$ cat config.mk
export PLATFORM = sky130hd
export DESIGN_NAME = axicb_wr_arbiter_switch
export DESIGN_NICKNAME = d
export VERILOG_FILES = /design/src/rtl/axicb_wr_arbiter_switch.sv
export SDC_FILE = /design/constraint.sdc
export NUM_CORES = 1
export LEC_CHECK = 0
export CORE_AREA = 2 2 218 220
export CTS_BUF_LIST = sky130_fd_sc_hd__clkbuf_4 sky130_fd_sc_hd__clkbuf_8
export DETAILED_ROUTE_END_ITERATION = 16
export DIE_AREA = 0 0 220 222
export PLACE_DENSITY_LB_ADDON = 0.1
export SETUP_SLACK_MARGIN = 0.4
export SLEW_MARGIN = 5
export SYNTH_ARGS = -nofsm -noshare
export SYNTH_HDL_FRONTEND = slang
export SYNTH_SLANG_ARGS = --single-unit
$ cat constraint.sdc
create_clock -name aclk -period 3.3 [get_ports aclk]
set_input_delay 0.495 -clock aclk [delete_from_list [all_inputs] [get_ports aclk]]
set_output_delay 0.495 -clock aclk [all_outputs]
set_load 0.01 [all_outputs]
$ cat src/rtl/axicb_wr_arbiter_switch.sv
// Write-path switch stage: routes one of REQ_NB AW channels to the master port via an external
// round-robin grant, and queues granted indices so W bursts follow AW order.
module axicb_wr_arbiter_switch #(
    parameter int REQ_NB     = 4,
    parameter int AWCH_W     = 64,
    parameter int WCH_W      = 40,
    parameter int OSTDREQ_NB = 4
) (
    input  logic                     aclk,
    input  logic                     srst,
    input  logic [REQ_NB-1:0]        i_awvalid,
    output logic [REQ_NB-1:0]        i_awready,
    input  logic [REQ_NB*AWCH_W-1:0] i_awch,
    input  logic [REQ_NB-1:0]        i_wvalid,
    output logic [REQ_NB-1:0]        i_wready,
    input  logic [REQ_NB-1:0]        i_wlast,
    input  logic [REQ_NB*WCH_W-1:0]  i_wch,
    output logic                     o_awvalid,
    input  logic                     o_awready,
    output logic [AWCH_W-1:0]        o_awch,
    output logic                     o_wvalid,
    input  logic                     o_wready,
    output logic                     o_wlast,
    output logic [WCH_W-1:0]         o_wch,
    output logic                     rr_en,
    output logic [REQ_NB-1:0]        rr_req,
    input  logic [REQ_NB-1:0]        rr_grant
);

    localparam int PTR_W = $clog2(OSTDREQ_NB);
    localparam int CNT_W = PTR_W + 1;
    localparam logic [CNT_W-1:0] FULL_CNT = CNT_W'(OSTDREQ_NB);

    typedef enum logic {
        IDLE,
        BUSY
    } state_t;

    state_t             state_q, state_d;
    logic [REQ_NB-1:0]  awsel_q, awsel_d;
    logic [REQ_NB-1:0]  fifo_q [OSTDREQ_NB];
    logic [PTR_W-1:0]   wr_ptr_q, rd_ptr_q;
    logic [CNT_W-1:0]   count_q;
    logic               push, pop;
    logic               fifo_full, fifo_empty;
    logic [REQ_NB-1:0]  head;

    assign fifo_full  = (count_q == FULL_CNT);
    assign fifo_empty = (count_q == '0);
    assign head       = fifo_q[rd_ptr_q];

    // AW arbitration and routing
    always_comb begin
        // NOTE: every output of this block gets a default first so no path can infer a latch.
        state_d   = state_q;
        awsel_d   = awsel_q;
        rr_en     = 1'b0;
        rr_req    = '0;
        o_awvalid = 1'b0;
        i_awready = '0;
        push      = 1'b0;
        o_awch    = '0;
        for (int k = 0; k < REQ_NB; k++) begin
            o_awch = o_awch | (i_awch[k*AWCH_W +: AWCH_W] & {AWCH_W{awsel_q[k]}});
        end
        case (state_q)
            IDLE: begin
                rr_en  = 1'b1;
                rr_req = fifo_full ? '0 : i_awvalid;
                if (|rr_grant) begin
                    awsel_d = rr_grant;
                    state_d = BUSY;
                end
            end
            BUSY: begin
                o_awvalid = |(i_awvalid & awsel_q);
                i_awready = awsel_q & {REQ_NB{o_awready}};
                if (o_awvalid && o_awready) begin
                    push    = 1'b1;
                    state_d = IDLE;
                end
            end
            default: state_d = IDLE;
        endcase
    end

    always_ff @(posedge aclk) begin
        // NOTE: state registers use non-blocking assignments so every flop samples pre-edge values.
        if (srst) begin
            state_q <= IDLE;
            awsel_q <= '0;
        end else begin
            state_q <= state_d;
            awsel_q <= awsel_d;
        end
    end

    // Write-order FIFO control: push only ever happens with a free slot reserved at grant time
    always_ff @(posedge aclk) begin
        if (srst) begin
            wr_ptr_q <= '0;
            rd_ptr_q <= '0;
            count_q  <= '0;
        end else begin
            if (push) wr_ptr_q <= wr_ptr_q + PTR_W'(1);
            if (pop)  rd_ptr_q <= rd_ptr_q + PTR_W'(1);
            count_q <= count_q + CNT_W'(push) - CNT_W'(pop);
        end
    end

    // NOTE: FIFO storage is left unreset; the count gates every read, so stale entries are never used.
    always_ff @(posedge aclk) begin
        if (push) fifo_q[wr_ptr_q] <= awsel_q;
    end

    // W routing steered by the oldest outstanding AW
    always_comb begin
        o_wvalid = 1'b0;
        o_wlast  = 1'b0;
        o_wch    = '0;
        i_wready = '0;
        if (!fifo_empty) begin
            for (int k = 0; k < REQ_NB; k++) begin
                o_wch   = o_wch | (i_wch[k*WCH_W +: WCH_W] & {WCH_W{head[k]}});
                o_wlast = o_wlast | (i_wlast[k] & head[k]);
            end
            o_wvalid = |(i_wvalid & head);
            i_wready = head & {REQ_NB{o_wready}};
        end
    end

    assign pop = o_wvalid & o_wready & o_wlast;

endmodule
==> results.toml, run 1 <==
[run_status]
outcome = "finished, final reports clean"

[setup_path]
crit_path_start_kind = "flip-flop"
cp.arrival_ps = 2340
cp_max_fo = 19
setup.worst_path.end_class = "output pin"
reg2regPathDepth = 11
r2r_end = "count_q[2]"
worstSetupPathType = "reg -> out"
reg2reg_slack_ps = 480
cp_data_required_time_ps = 2800

[final_layout]
nNetsFinal = 1446
area_growth_pct = 181
drive_above_1_share_pct = 4.48
post-route-util_pct = 21.7

[power]
cellPowerDensity_nw_per_um2 = 324
p_leak_nw = 3.91
irDropWorstVdd_uv = 238

[clock_tree]
max-clock-path-buffers = 2
clk_pin_slew_ps = 70
clkSinkCount = 30
cts_tree = "built"
root_buffer = "clkbuf_8"
numCtsBuffers = 5
cts_max_level = 2
post_cts_hold_buffer_count = 0
clk_latency_ps = 280

[sta]
tightestPinTransition_ps = 604
hold_viol = 0
fmax_ghz = 0.352
finalClockSkew_ps = 8.01
relSlewSlack_pct = 59.6
rsz0062_at_grt = "true"
setup_violations = 0
fin_crit_ps = 2840
timing.final.crit_share_pct = 86.0
finalSetupTns_ps = 0
finalMaxSlewViolations = 0

[synthesis]
ys_top_cells_by_area = "a22oi_1, edfxtp_1, dfxtp_1, nand2_1, a21oi_1"
async_flop_share_pct = 0
synth.avg_cell_area_um2 = 7.53
yosys.area.top_type_share_pct = 45.3
seq_area_frac_synth_pct = 21.2
ys_types = 30
synth_most_common_cell = "a22oi_1"
synth_cells = 476
synth-edff-count = 16
synth.largest_area_cell = "a22oi_1"
synth_ff_type = "edfxtp_1"
yosysWarnings = 0
synth_seq_cells = 30
syn_nets = 919
yosys-top-cells-count = "a22oi_1, nand2_1, a21oi_1"
syn_area_um2 = 3580

[floorplanning]
io_pins = 556
dieArea_um2 = 48800
fp.dieW_um = 220
floorplan.rows = 79
initial_core_util_pct = 7.74
core-area_um2 = 46300
die_y_um = 222

[grt]
antenna_found_initial = 2
grt_pass1_vias = 6626
grt_max_degree = 71
gr-total-overflow = 0
track_usage_pct = 13.4
grt_pass1_wl_um = 47300

[min_path]
hold_path.class = "reg -> reg"
min_from = "rd_ptr_q[1]"
hold_depth = 2
holdPathEnd = "rd_ptr_q[1]"

[detailed_routing]
wl_per_cell_um = 21.9
first_iter_violations = 216
via_per_inst = 3.88
routed_wl_um = 35300
ant_nets = 0
num_vias = 6260
drc = 0
drt_pass1_iterations = 4

[place]
dp_hpwl_um = 29200
numPortBuffers = 555
gp_congestion = 0.760

[job]
cap_violations = 0
==> final cells by class <==
cell class / count / area, um^2
repair buffers: 573 / 5800
well taps: 607 / 759
inverters: 8 / 30.0
clock inverters: 2 / 12.5
fillers: 5134 / 36200
flip-flops and latches: 30 / 769
clock buffers: 6 / 82.6
diodes: 1 / 2.50
multi-input cells: 385 / 2600
==> cells in the final DEF (no fill, tap or decap), drive strengths merged, types with 3 or more instances in the layout <==
master | synthesis | layout
nor2b | 6 | 6
xnor2 | 3 | 3
mux4 | 4 | 4
clkbuf | 39 | 6
nor2 | 12 | 12
and3 | 8 | 8
dlygate4sd2 | 0 | 3
dfxtp | 14 | 14
nand2 | 65 | 65
dlymetal6s2s | 0 | 19
a22oi | 216 | 216
clkdlybuf4s50 | 0 | 533
buf | 14 | 18
ha | 6 | 6
and2 | 5 | 5
a21oi | 48 | 48
inv | 8 | 8
edfxtp | 16 | 16
==> power breakdown <==
part	internal, mW	switching, mW	leakage, nW
Combinational	1.37	1.12	3.60
Clock	0.167	0.146	0.0472
Sequential	0.420	0.0328	0.263
==> critical path: stages (launching register included) <==
cell and delay [ps]:
dfxtp_4 390, mux4_2 570, buf_4 250, a22oi_2 240
a21oi_1 90, clkdlybuf4s50_1 500
==> sequential cells by signal (all words and copies together) (netlist names), named ones only <==
name and flops:
awsel_q 4, count_q 3, fifo_q 16, rd_ptr_q 2
state_q 1, wr_ptr_q 2
==> worst max path at each step <==
stage / endpoint / slack [ps] / cells past startpoint
6_report: o_wch[24] / 460 / 5
5_1_grt: count_q[2] / 310 / 11
4_1_cts: o_wch[15] / 390 / 5
3_5_place_dp: count_q[2] / 240 / 11
3_3_place_gp: count_q[2] / 240 / 11
2_1_floorplan: count_q[2] / 450 / 12
==> kinds of logic after synthesis <==
logic type      after synthesis  synth area share, %
mux                           4                 2.83
fa+ha+maj                     7                 2.65
buf+inv                      61                 6.85
xor+xnor                      3                0.734
simple gates                102                 12.6
compound gates              269                 53.1
flops                        30                 21.2
==> through the flow <==
step | setup WS (ps) | power [mW] | instances | hold slack, ps | instance area (um^2)
global route | 315 | 3.48 | 1612 | 566 | 10100
global placement | 241 | 3.04 | 1601 | 513 | 9860
finish | 461 | 3.26 | 1612 | 502 | 10100
detailed placement | 240 | 3.03 | 1601 | 483 | 9860
floorplan | 449 | 1.34 | 476 | 455 | 3580
CTS | 391 | 3.36 | 1611 | 500 | 9980
==> metal layers <==
layer	track usage, %	wire (um)	vias up
met3	5.06	4020	12
met2	26.9	19200	355
li1	-	-	2956
met4	1.78	204	2
met1	12.9	11800	2935
met5	0	13	-
==> repair_timing <==
action | in CTS | in global routing
gates resized for setup | 13 | 25
setup buffers | 2 | 0
pin swaps | 4 | 0
setup endpoints to repair | 42 | 31
Power figures use the tool's default switching activity.
==> run 2, diff against run 1 <==
- CORE_AREA: 2 2 218 220 -> 3 3 212 214
- CTS_CLUSTER_SIZE: default -> 25
- DIE_AREA: 0 0 220 222 -> 0 0 215 217
==> results.toml, run 2 (synthesis gave the netlist of run 1 again) <==
[run_status]
outcome = "finished, final reports clean"

[grt]
grt_max_degree = 71
grt_pass1_vias = 6578
gr-total-overflow = 0
grt_pass1_wl_um = 45600
track_usage_pct = 12.9
antenna_found_initial = 3

[sta]
fin_crit_ps = 2820
timing.final.crit_share_pct = 85.6
finalMaxSlewViolations = 0
holdWs_ps = 491
setup_violations = 0
timing.final.ws_setup_ps = 476
hold_viol = 0
fmax_ghz = 0.354
finalSetupTns_ps = 0
tightestPinTransition_ps = 701
relSlewSlack_pct = 53.3
rsz0062_at_grt = "true"
finalClockSkew_ps = 6.78

[setup_path]
worstSetupPathType = "reg -> out"
crit_family = "buffers and inverters"
endpoint = "o_wch[0]"
reg2regPathDepth = 11
cp.arrival_ps = 2330
cp_data_required_time_ps = 2800
crit_path_start_kind = "flip-flop"
setup.worst_path.end_class = "output pin"
reg2reg_slack_ps = 480
crit_chain = "mux4_2, buf_6, a22oi_1, a21oi_1, clkdlybuf4s50_1"
critPathBufInv = 2
cp_max_fo = 27
critPathMaxStageDelay_ps = 580
r2r_end = "count_q[2]"
crit_cells = 5
crit_slowest_cell = "mux4_2"

[clock_tree]
clk_latency_ps = 280
max-clock-path-buffers = 2
cts_tree = "built"
clkSinkCount = 30
cts_max_level = 2
numCtsBuffers = 5
post_cts_hold_buffer_count = 0
root_buffer = "clkbuf_8"
clk_pin_slew_ps = 70

[final_layout]
layout_commonest_cell = "clkdlybuf4s50_1"
nNetsFinal = 1446
fin_area_um2 = 10000
area_growth_pct = 180
final_cell_mix = "clkdlybuf4s50_1, a22oi_1, nand2_1"
instances_no_fill = 1590
drive_above_1_share_pct = 4.78
largest_register_ffs = 16
post-route-util_pct = 23.3
largest-register = "fifo_q"
num-fill-cells = 4801
top_regs = "fifo_q x16, awsel_q x4, count_q x3"

[floorplanning]
die_y_um = 217
io_pins = 556
dieArea_um2 = 46700
initial_core_util_pct = 8.32
floorplan.rows = 76
core-area_um2 = 43100
fp.dieW_um = 215

[place]
placed_cell_area_um2 = 9820
dp_worst_setup_slack_ps = 254
gp_congestion = 0.839
dp_cells = 1579
dp_hpwl_um = 27100
numPortBuffers = 555

[detailed_routing]
routed_wl_um = 32600
drt_pass1_iterations = 4
ant_nets = 0
num_vias = 6234
via_per_inst = 3.92
drc = 0
first_iter_violations = 247
wl_per_cell_um = 20.5

[min_path]
min_from = "rd_ptr_q[1]"
hold_path.class = "reg -> reg"

[power]
p_leak_nw = 3.85
cellPowerDensity_nw_per_um2 = 322
fin_total_pwr_mw = 3.22
irDropWorstVdd_uv = 168

[job]
cap_violations = 0
-- run 2: how the worst min path moves through the flow --
| stage | endpoint | cells after the start |
|---|---|---|
| floorplan | flip-flop | 2 |
| global placement | rd_ptr_q[1] | 2 |
| detailed placement | rd_ptr_q[1] | 2 |
| CTS | rd_ptr_q[1] | 2 |
| global route | flip-flop | 2 |
| finish | flip-flop | 2 |
-- run 2: timing repair --
| action | in CTS | in global routing |
|---|---|---|
| endpoints found under the setup margin | 41 | 22 |
| hold endpoints to repair | 0 | 0 |
| pin swaps | 0 | 6 |
| gates resized for setup | 16 | 22 |
| setup buffers | 0 | 2 |
-- run 2: layout make-up --
type | instances | area (um^2) | area share (%)
Sequential cell | 30 | 769 | 7.68
Clock inverter | 2 | 12.5 | 0.125
Timing Repair Buffer | 573 | 5770 | 57.6
Tap cell | 585 | 732 | 7.31
Inverter | 8 | 30.0 | 0.300
Antenna cell | 1 | 2.50 | 0.0250
Clock buffer | 6 | 82.6 | 0.824
Multi-Input combinational cell | 385 | 2620 | 26.1
-- run 2: worst register-to-register path: cells and delay by family (launching register included) --
kind / cells / cell delay, ps
AO/OA/AOI/OAI: 1 / 270
XOR/XNOR: 2 / 300
AND/OR/NAND/NOR: 3 / 310
flip-flops: 1 / 390
multiplexers: 1 / 580
adder cells (fa/ha/maj): 3 / 810
buffers and inverters: 1 / 40
-- run 2: layer usage --
layer,global-route usage (%),share of wire [%],vias to the layer above
li1,-,-,2960
met4,1.87,1.2,4
met5,0,0.083,-
met2,24.9,52,339
met1,13.2,36,2913
met3,5.17,10,18
-- run 2: report_power, final --
group	switching [mW]	internal, mW
Clock	0.140	0.167
Combinational	1.10	1.37
Sequential	0.0284	0.420
Total	1.27	1.96
